### src/rtl/cam_sched_pkg.sv
// Shared types and constants for the camera frame scheduler.
// Optional build macro used by the top: CAMERA_SCHED_STATS_EN (drop counter).
package cam_sched_pkg;

  typedef enum logic [2:0] {
    IDLE,
    WAIT_CFG,
    SKIP,
    ARMED,
    CAPTURE,
    STOPPING
  } state_t;

  typedef logic bank_t;

  localparam bank_t WR_BANK_RST = 1'b0;
  localparam bank_t RD_BANK_RST = 1'b1;

  // States in which iStop returns straight to IDLE (no frame in flight)
  function automatic logic is_pre_capture(state_t s);
    return (s == WAIT_CFG) || (s == SKIP) || (s == ARMED);
  endfunction

endpackage

### src/rtl/cam_vsync_edge.sv
// Resynchronises raw VSYNC and emits one-cycle rise (frame end) and
// fall (frame start) pulses, three clocks after the input edge.
module cam_vsync_edge (
  input  logic clk,
  input  logic rst_n,
  input  logic vsync_async,
  output logic rise,
  output logic fall
);

  logic sync1;
  logic sync2;
  logic sync2_d;

  // Two-flop synchroniser followed by a registered edge detector
  always_ff @(posedge clk or negedge rst_n) begin
    if (!rst_n) begin
      sync1   <= 1'b0;
      sync2   <= 1'b0;
      sync2_d <= 1'b0;
      rise    <= 1'b0;
      fall    <= 1'b0;
    end else begin
      sync1   <= vsync_async;
      sync2   <= sync1;
      sync2_d <= sync2;
      rise    <= sync2 & ~sync2_d;
      fall    <= ~sync2 & sync2_d;
    end
  end

endmodule

### src/rtl/camera_frame_scheduler.sv
// Frame capture sequencer with a ping-pong two-bank frame store.
// Define CAMERA_SCHED_STATS_EN to build the saturating drop counter;
// otherwise oDropCnt reads as zero.
module camera_frame_scheduler
  import cam_sched_pkg::*;
#(
  parameter int unsigned SKIP_FRAMES = 2,
  parameter int unsigned CNT_W       = 16
) (
  input  logic             clk,
  input  logic             rst_n,
  input  logic             iStart,
  input  logic             iStop,
  input  logic             iCfgDone,
  input  logic             iVsync,
  input  logic             iRdBusy,
  output logic             oCapEn,
  output logic             oWrBank,
  output logic             oRdBank,
  output logic             oRdValid,
  output logic             oSwap,
  output logic             oDrop,
  output logic [CNT_W-1:0] oFrameCnt,
  output logic [CNT_W-1:0] oDropCnt
);

  localparam int unsigned SKIP_W = (SKIP_FRAMES < 2) ? 1 : $clog2(SKIP_FRAMES + 1);
  localparam logic [SKIP_W-1:0] SKIP_LOAD = SKIP_W'(SKIP_FRAMES);

  state_t            state;
  logic [SKIP_W-1:0] skip_cnt;
  logic              fe;
  logic              fs;
  logic              complete_c;

  cam_vsync_edge u_vsync_edge (
    .clk        (clk),
    .rst_n      (rst_n),
    .vsync_async(iVsync),
    .rise       (fe),
    .fall       (fs)
  );

  // A frame is complete only if capture was open since its FS and config held
  assign complete_c = fe && oCapEn && iCfgDone &&
                      ((state == CAPTURE) || (state == STOPPING));

  // Sequencer, capture enable and bank ping-pong
  always_ff @(posedge clk or negedge rst_n) begin
    if (!rst_n) begin
      state     <= IDLE;
      skip_cnt  <= '0;
      oCapEn    <= 1'b0;
      oWrBank   <= WR_BANK_RST;
      oRdBank   <= RD_BANK_RST;
      oRdValid  <= 1'b0;
      oSwap     <= 1'b0;
      oDrop     <= 1'b0;
      oFrameCnt <= '0;
    end else begin
      oSwap <= 1'b0;
      oDrop <= 1'b0;

      if (is_pre_capture(state) && iStop) begin
        state  <= IDLE;
        oCapEn <= 1'b0;
      end else if ((state != IDLE) && !iCfgDone) begin
        state  <= WAIT_CFG;
        oCapEn <= 1'b0;
      end else begin
        case (state)
          IDLE: begin
            if (iStart && !iStop) state <= WAIT_CFG;
          end
          WAIT_CFG: begin
            if (SKIP_FRAMES == 0) begin
              state <= ARMED;
            end else begin
              state    <= SKIP;
              skip_cnt <= SKIP_LOAD;
            end
          end
          SKIP: begin
            if (fe) begin
              if (skip_cnt <= SKIP_W'(1)) state <= ARMED;
              else skip_cnt <= skip_cnt - SKIP_W'(1);
            end
          end
          ARMED: begin
            if (fs) begin
              state  <= CAPTURE;
              oCapEn <= 1'b1;
            end
          end
          CAPTURE: begin
            if (fe) oCapEn <= 1'b0;
            if (fs) oCapEn <= 1'b1;
            if (iStop) state <= STOPPING;
          end
          STOPPING: begin
            if (!oCapEn || fe) begin
              state  <= IDLE;
              oCapEn <= 1'b0;
            end
          end
          default: begin
            state  <= IDLE;
            oCapEn <= 1'b0;
          end
        endcase

        if (complete_c) begin
          if (!iRdBusy) begin
            oRdBank   <= oWrBank;
            oWrBank   <= ~oWrBank;
            oRdValid  <= 1'b1;
            oSwap     <= 1'b1;
            oFrameCnt <= oFrameCnt + CNT_W'(1);
          end else begin
            oDrop <= 1'b1;
          end
        end
      end
    end
  end

`ifdef CAMERA_SCHED_STATS_EN
  logic [CNT_W-1:0] drop_cnt;

  // Saturating count of frames discarded because the reader held its bank
  always_ff @(posedge clk or negedge rst_n) begin
    if (!rst_n) begin
      drop_cnt <= '0;
    end else if (complete_c && iRdBusy && (drop_cnt != {CNT_W{1'b1}})) begin
      drop_cnt <= drop_cnt + CNT_W'(1);
    end
  end

  assign oDropCnt = drop_cnt;
`else
  assign oDropCnt = '0;
`endif

endmodule

### config.mk
export PLATFORM = sky130hd
export DESIGN_NAME = camera_frame_scheduler
export DESIGN_NICKNAME = d
export VERILOG_FILES = /design/src/rtl/cam_sched_pkg.sv /design/src/rtl/cam_vsync_edge.sv /design/src/rtl/camera_frame_scheduler.sv
export SDC_FILE = /design/constraint.sdc
export NUM_CORES = 1
export LEC_CHECK = 0
export CORE_ASPECT_RATIO = 0.8
export CORE_MARGIN = 2
export CORE_UTILIZATION = 40
export DETAILED_ROUTE_END_ITERATION = 10
export GPL_TIMING_DRIVEN = 1
export PLACE_DENSITY = 0.69
export SLEW_MARGIN = 5
export SYNTH_ARGS = -nofsm -noshare
export SYNTH_HDL_FRONTEND = slang
export SYNTH_SLANG_ARGS = --single-unit
export TNS_END_PERCENT = 5
### constraint.sdc
create_clock -name clk -period 1.9 [get_ports clk]
set_input_delay 0.285 -clock clk [delete_from_list [all_inputs] [get_ports clk]]
set_output_delay 0.285 -clock clk [all_outputs]
set_load 0.02 [all_outputs]
==> Yosys cells after proc, flatten, opt, wreduce, memory -nomap -nowiden <==
Index checks and enable logic that the tools add are counted.
{ "totals": {"ff_bits": 32, "input_bits": 7, "output_inout_bits": 38} }
{ "classes": {"n_reduce_logical": 21, "addsub": 2, "bitwise_logic": 8, "n_lt_le_gt_ge": 1, "muxes": 27, "n_eq_ne": 15} }
{ "ops": {"columns": ["cell", "n"], "rows": [
  ["3-bit 2-to-1 mux", 8],
  ["3-bit one-hot mux with 6 select lines", 1],
  ["16-bit by 1-bit adder with 16-bit output, second input constant", 1],
  ["4-bit by 1-bit != test with 1-bit output, second input constant", 4],
  ["1-bit 2-to-1 mux", 14],
  ["4-bit AND reduction", 2],
  ["3-bit by 2-bit equality test with 1-bit output, second input constant", 2],
  ["3-bit equality test, second input constant", 2],
  ["1-bit logical AND", 6],
  ["1-bit NOT", 6],
  ["6-bit AND reduction", 1],
  ["5-bit by 1-bit != test with 1-bit output, second input constant", 1],
  ["5-bit AND reduction", 1],
  ["1-bit logical OR", 4],
  ["2-bit 2-to-1 mux", 2],
  ["4-bit by 2-bit != test with 1-bit output, second input constant", 1],
  ["4-bit != test, second input constant", 1],
  ["1-bit one-hot mux with 4 select lines", 1],
  ["2-bit one-hot mux with 2 select lines", 1],
  ["3-bit by 1-bit equality test with 1-bit output, second input constant", 1],
  ["1-bit logical NOT", 3],
  ["3-bit logical NOT", 1],
  ["3-bit by 1-bit != test with 1-bit output, second input constant", 1],
  ["3-bit nonzero test", 1],
  ["other kinds (7)", 8]
]} }

==> Logic depth before layout (Yosys ltp) <==
{ "depth": {"depth_word": 6, "depth_mapped": 6, "mapped_depth_nobuf": 6} }

==> Modules after synthesis <==
A second synthesis with hierarchy kept.
{ "unflattened": {"cells_unflattened": 154, "area_unflattened_um2": 1692.9} }
{ "modules_own_cells": {"columns": ["mod", "area_per_inst_um2", "instances", "seq_area_each_um2", "cells_per_inst"], "rows": [
  ["camera_frame_scheduler", 1552.7, 1, 676.9, 147],
  ["cam_vsync_edge", 140.1, 1, 125.1, 7]
]} }

==> Least setup slack after synthesis <==
Ideal clock, no wire load.
{ "synth_timing": {"path_kind": "register to register", "from": "reg state[2]", "to": "reg state[2]", "required_time_ns": 1.778, "setup_ns": 0.122, "period_less_slack_ns": 1.774, "slack_ns": 0.126, "t_arrival_ns": 1.653, "path_stages_with_launch": 6, "path_cell_list": "dfrtp_1 > buf_2 > or3b_2 > a211oi_1 > nor3b_1 > a32o_1"} }
{ "synth_between": {"elab_chain_len": 6, "word_cells_on_any_way": 21, "cone_classes": "eq/ne: 11; mux: 3; reduce/logical: 7"} }
{ "synth_rtl": {"columns": ["item", "line", "text"], "rows": [
  ["start, declared", "camera_frame_scheduler.sv:30", "state_t state;"],
  ["start signal, assigned", "camera_frame_scheduler.sv:51", "state <= IDLE;"],
  ["start signal, assigned", "camera_frame_scheduler.sv:65", "state <= IDLE;"],
  ["start signal, assigned", "camera_frame_scheduler.sv:68", "state <= WAIT_CFG;"],
  ["3-bit by 1-bit equality test with 1-bit output / 3-bit by 2-bit equality test with 1-bit output (equally long branches)", "cam_sched_pkg.sv:21, camera_frame_scheduler.sv:71", null],
  ["1-bit logical OR (2 in series)", "cam_sched_pkg.sv:21", "return (s == WAIT_CFG) || (s == SKIP) || (s == ARMED);"],
  ["1-bit logical AND", "camera_frame_scheduler.sv:64", "if (is_pre_capture(state) && iStop) begin"],
  ["4-bit != test (no line) (tied with other cells)", null, null],
  ["6-bit AND reduction (no line)", null, null]
]} }
Several ways; a longest one is shown, not always the timed one.
A chain may end at the register's enable or synchronous reset.

==> Final worst setup path <==
{ "layout_timing": {"from": "reg state[1]", "to": "reg state[2]"} }
Same word-level chain as after synthesis.

==> impl_metrics.csv <==
group,metric,value,unit
clock_tree,tritoncts.num_buffers,5,
logic_synthesis,synth.top_cell.area_share,47.8,%
setup_path,ff2ff_path_depth,4,
timing,hold_viol,0,
placed_design,port_buffers,28,
clock_tree,htreeDepth,2,
status,outcome,"complete, no violations",
logic_synthesis,synthXorXnorAreaFrac,9.18,%
timing,setup_viol_count_final,0,
setup_path,arrival,1.92,ns
timing,post-route-min-period,1.75,ns
detailed_routing,wirelength,3.16,mm
layout,final_layout_size_suffix_gt1_share,17.7,%
detailed_routing,drt_iter0_drc,105,
clock_tree,cts_tree,"done",
logic_synthesis,yosysSeqAreaShare,49.5,%
detailed_routing,vias,1205,
flow_run,drv_cap,0,
setup_path,start_kind,"flop",
detailed_routing,wirelength_met1,1.40,mm
logic_synthesis,synth_ff_type,"dfrtp_1",
die,fp.dieW,75.2,um
setup_path,r2r-start,"state[1]",
logic_synthesis,synth_area,1620,um^2
detailed_routing,highest_layer,"met4",
logic_synthesis,synth-async-reset-ratio,100,%
logic_synthesis,synth_compound_area_share,5.86,%
clock_tree,cts_setup_buffers,0,
detailed_routing,drt-pass1-iter-count,4,
logic_synthesis,yosysWarningCount,0,
timing,hold-worst-slack,0.357,ns
placed_design,placed_area,2020,um^2
timing,clock_skew,0.00588,ns
clock_tree,cts.sinks,32,
logic_synthesis,yosysTopAreaCell,"dfrtp_1",
timing,finalCritPeriodShare,92.0,%
timing,worst_slack,0.152,ns
clock_tree,cts.reportedPaths.clkPinSlew,0.06,ns
logic_synthesis,ys_seq_elements,32,
setup_path,crit_type,"reg2reg",
logic_synthesis,synthMuxAreaShare,2.62,%
timing,finalSetupTns,0,ns
layout,antennaDiodeCount,0,
logic_synthesis,synth_edf_count,0,
timing,slew_violations,0,
min_path,min_to,"u_vsync_edge.sync2",
logic_synthesis,synth_top_family_by_area,"simple AND/OR/NAND/NOR gates",
grt,antenna_found_initial,0,
die,dieArea,4580,um^2
min_path,hold_path.class,"reg2reg",
min_path,hold_start,"u_vsync_edge.sync1",
logic_synthesis,synth_common_cells,"31 x dfrtp_1, 16 x buf_4, 10 x inv_1",
die,initial_core_util,42.1,%
setup_path,cp_max_fo,10,
grt,track_usage,16.1,%
layout,fin_nets,206,
setup_path,end_kind,"flop",
logic_synthesis,synth_area_leaders,"dfrtp_1 48%, buf_4 7.4%, xnor2_1 4.9%",
grt,grt_max_degree,33,
setup_path,worstPathRequired,2.07,ns
clock_tree,clockRootBuffer,"clkbuf_8",
placed_design,dp_hpwl,2.30,mm
logic_synthesis,synthCells,149,
layout,area_growth,31.9,%
setup_path,worstReg2RegEnd,"state[2]",
detailed_routing,wire_per_inst,12.5,um
die,ios,45,
grt,grt_pass1_wl,5.44,mm
timing,rsz0062_at_grt,"false",
setup_path,rrSetupSlack,0.15,ns
detailed_routing,drc,0,
die,die_h,61.0,um
pwr,power_density,848,nW/um^2
layout,design_area,2140,um^2
pwr,p_leak,1.03,nW
placed_design,place.gp.congestion,0.925,
logic_synthesis,yosysMostFrequentCell,"dfrtp_1",
clock_tree,clk_latency,0.28,ns
placed_design,dp_slack,-0.183,ns
timing,timing.fmax,572,MHz
layout,regArea,803,um^2
logic_synthesis,avgSynthCellArea,10.9,um^2
detailed_routing,ant_nets,0,
clock_tree,cts_resized,0,
logic_synthesis,synthAdderAreaFrac,2.16,%
grt,grt_pass1_vias,1181,
detailed_routing,avgViaCountPerCell,4.76,
layout,fillCellCount,335,
detailed_routing,dr_wl_met2,1.51,mm
min_path,hold_depth,0,
grt,gr-total-overflow,0,
logic_synthesis,synth_cell_types,41,
die,rows,20,
pwr,ir_worst_vdd,0.467,mV
layout,post-route-util,55.5,%
clock_tree,clock_path_buffers,2,
logic_synthesis,yosys.area_share.simple,19.8,%
die,core_area,3850,um^2
detailed_routing,wl_met3,194,um
layout,multi_input_area,711,um^2
clock_tree,ctsHoldBuffers,0,
[kinds of logic after synthesis]
| logic type | Yosys count |
|---|---|
| fa+ha+maj | 3 |
| compound gates | 14 |
| other cells | 1 |
| xor+xnor | 17 |
| mux | 4 |
| simple gates | 49 |
| flops | 32 |
| buf+inv | 29 |
[layout by cell type (no fill, tap or decap), types with 4 or more instances in the layout]
cell and count:
dfrtp_1 30, clkdlybuf4s50_1 27, buf_4 17, conb_1 16
inv_1 10, xnor2_1 9, nand2_1 8, xor2_1 8
nor2_1 7, nand4_1 6, clkbuf_8 5, o21ai_0 4
nand3_1 4
[flip-flops by register name, indices dropped and copies added (netlist names)]
register and count:
oFrameCnt 16, state 3, skip_cnt 2, oCapEn 1, oDrop 1, oRdBank 1, oRdValid 1, oSwap 1
oWrBank 1, u_vsync_edge.fall 1, u_vsync_edge.rise 1, u_vsync_edge.sync1 1, u_vsync_edge.sync2 1, u_vsync_edge.sync2_d 1
[final cells by class]
class                           instances  share of cell area [%]
Multi-Input combinational cell        103                    33.2
Inverter                               10                    1.76
Timing Repair Buffer                   45                    19.2
Clock inverter                          2                    1.64
Tap cell                               55                    3.22
Sequential cell                        32                    37.6
Clock buffer                            6                    3.39
[report_power, final]
group	internal, mW	leakage, nW	switching [mW]
Combinational	0.196	0.550	0.192
Sequential	0.728	0.421	0.0674
Clock	0.389	0.0552	0.241
Total	1.31	1.03	0.500
[worst max-delay path, cell delays in order (launching register included)]
cell and delay (ns):
dfrtp_2 0.46, or3b_2 0.48, a211oi_1 0.29, nor3b_1 0.13, a32o_1 0.27
[routing by layer]
layer | vias to the layer above | global-route usage (%)
met5 | - | 0
met4 | 0 | 8.02
met3 | 6 | 4.98
met2 | 40 | 24.4
met1 | 583 | 21.0
li1 | 576 | -
[through the flow]
step	power [mW]	instances
3_5_place_dp	1.18	245
2_1_floorplan	1.07	164
3_3_place_gp	1.16	245
6_report	1.81	253
4_1_cts	1.82	253
5_1_grt	1.91	253
[how the worst max path moves through the flow]
stage                             from             to  slack [ns]
after global placement        iCfgDone       state[2]       -0.13
after global routing      oFrameCnt[0]  oFrameCnt[14]        0.03
final                         state[1]       state[2]        0.15
after CTS                     state[1]       state[2]        0.07
after floorplan               state[2]       state[2]        0.13
after detailed placement      iCfgDone       state[1]       -0.18
(Power assumes the default switching activity.)
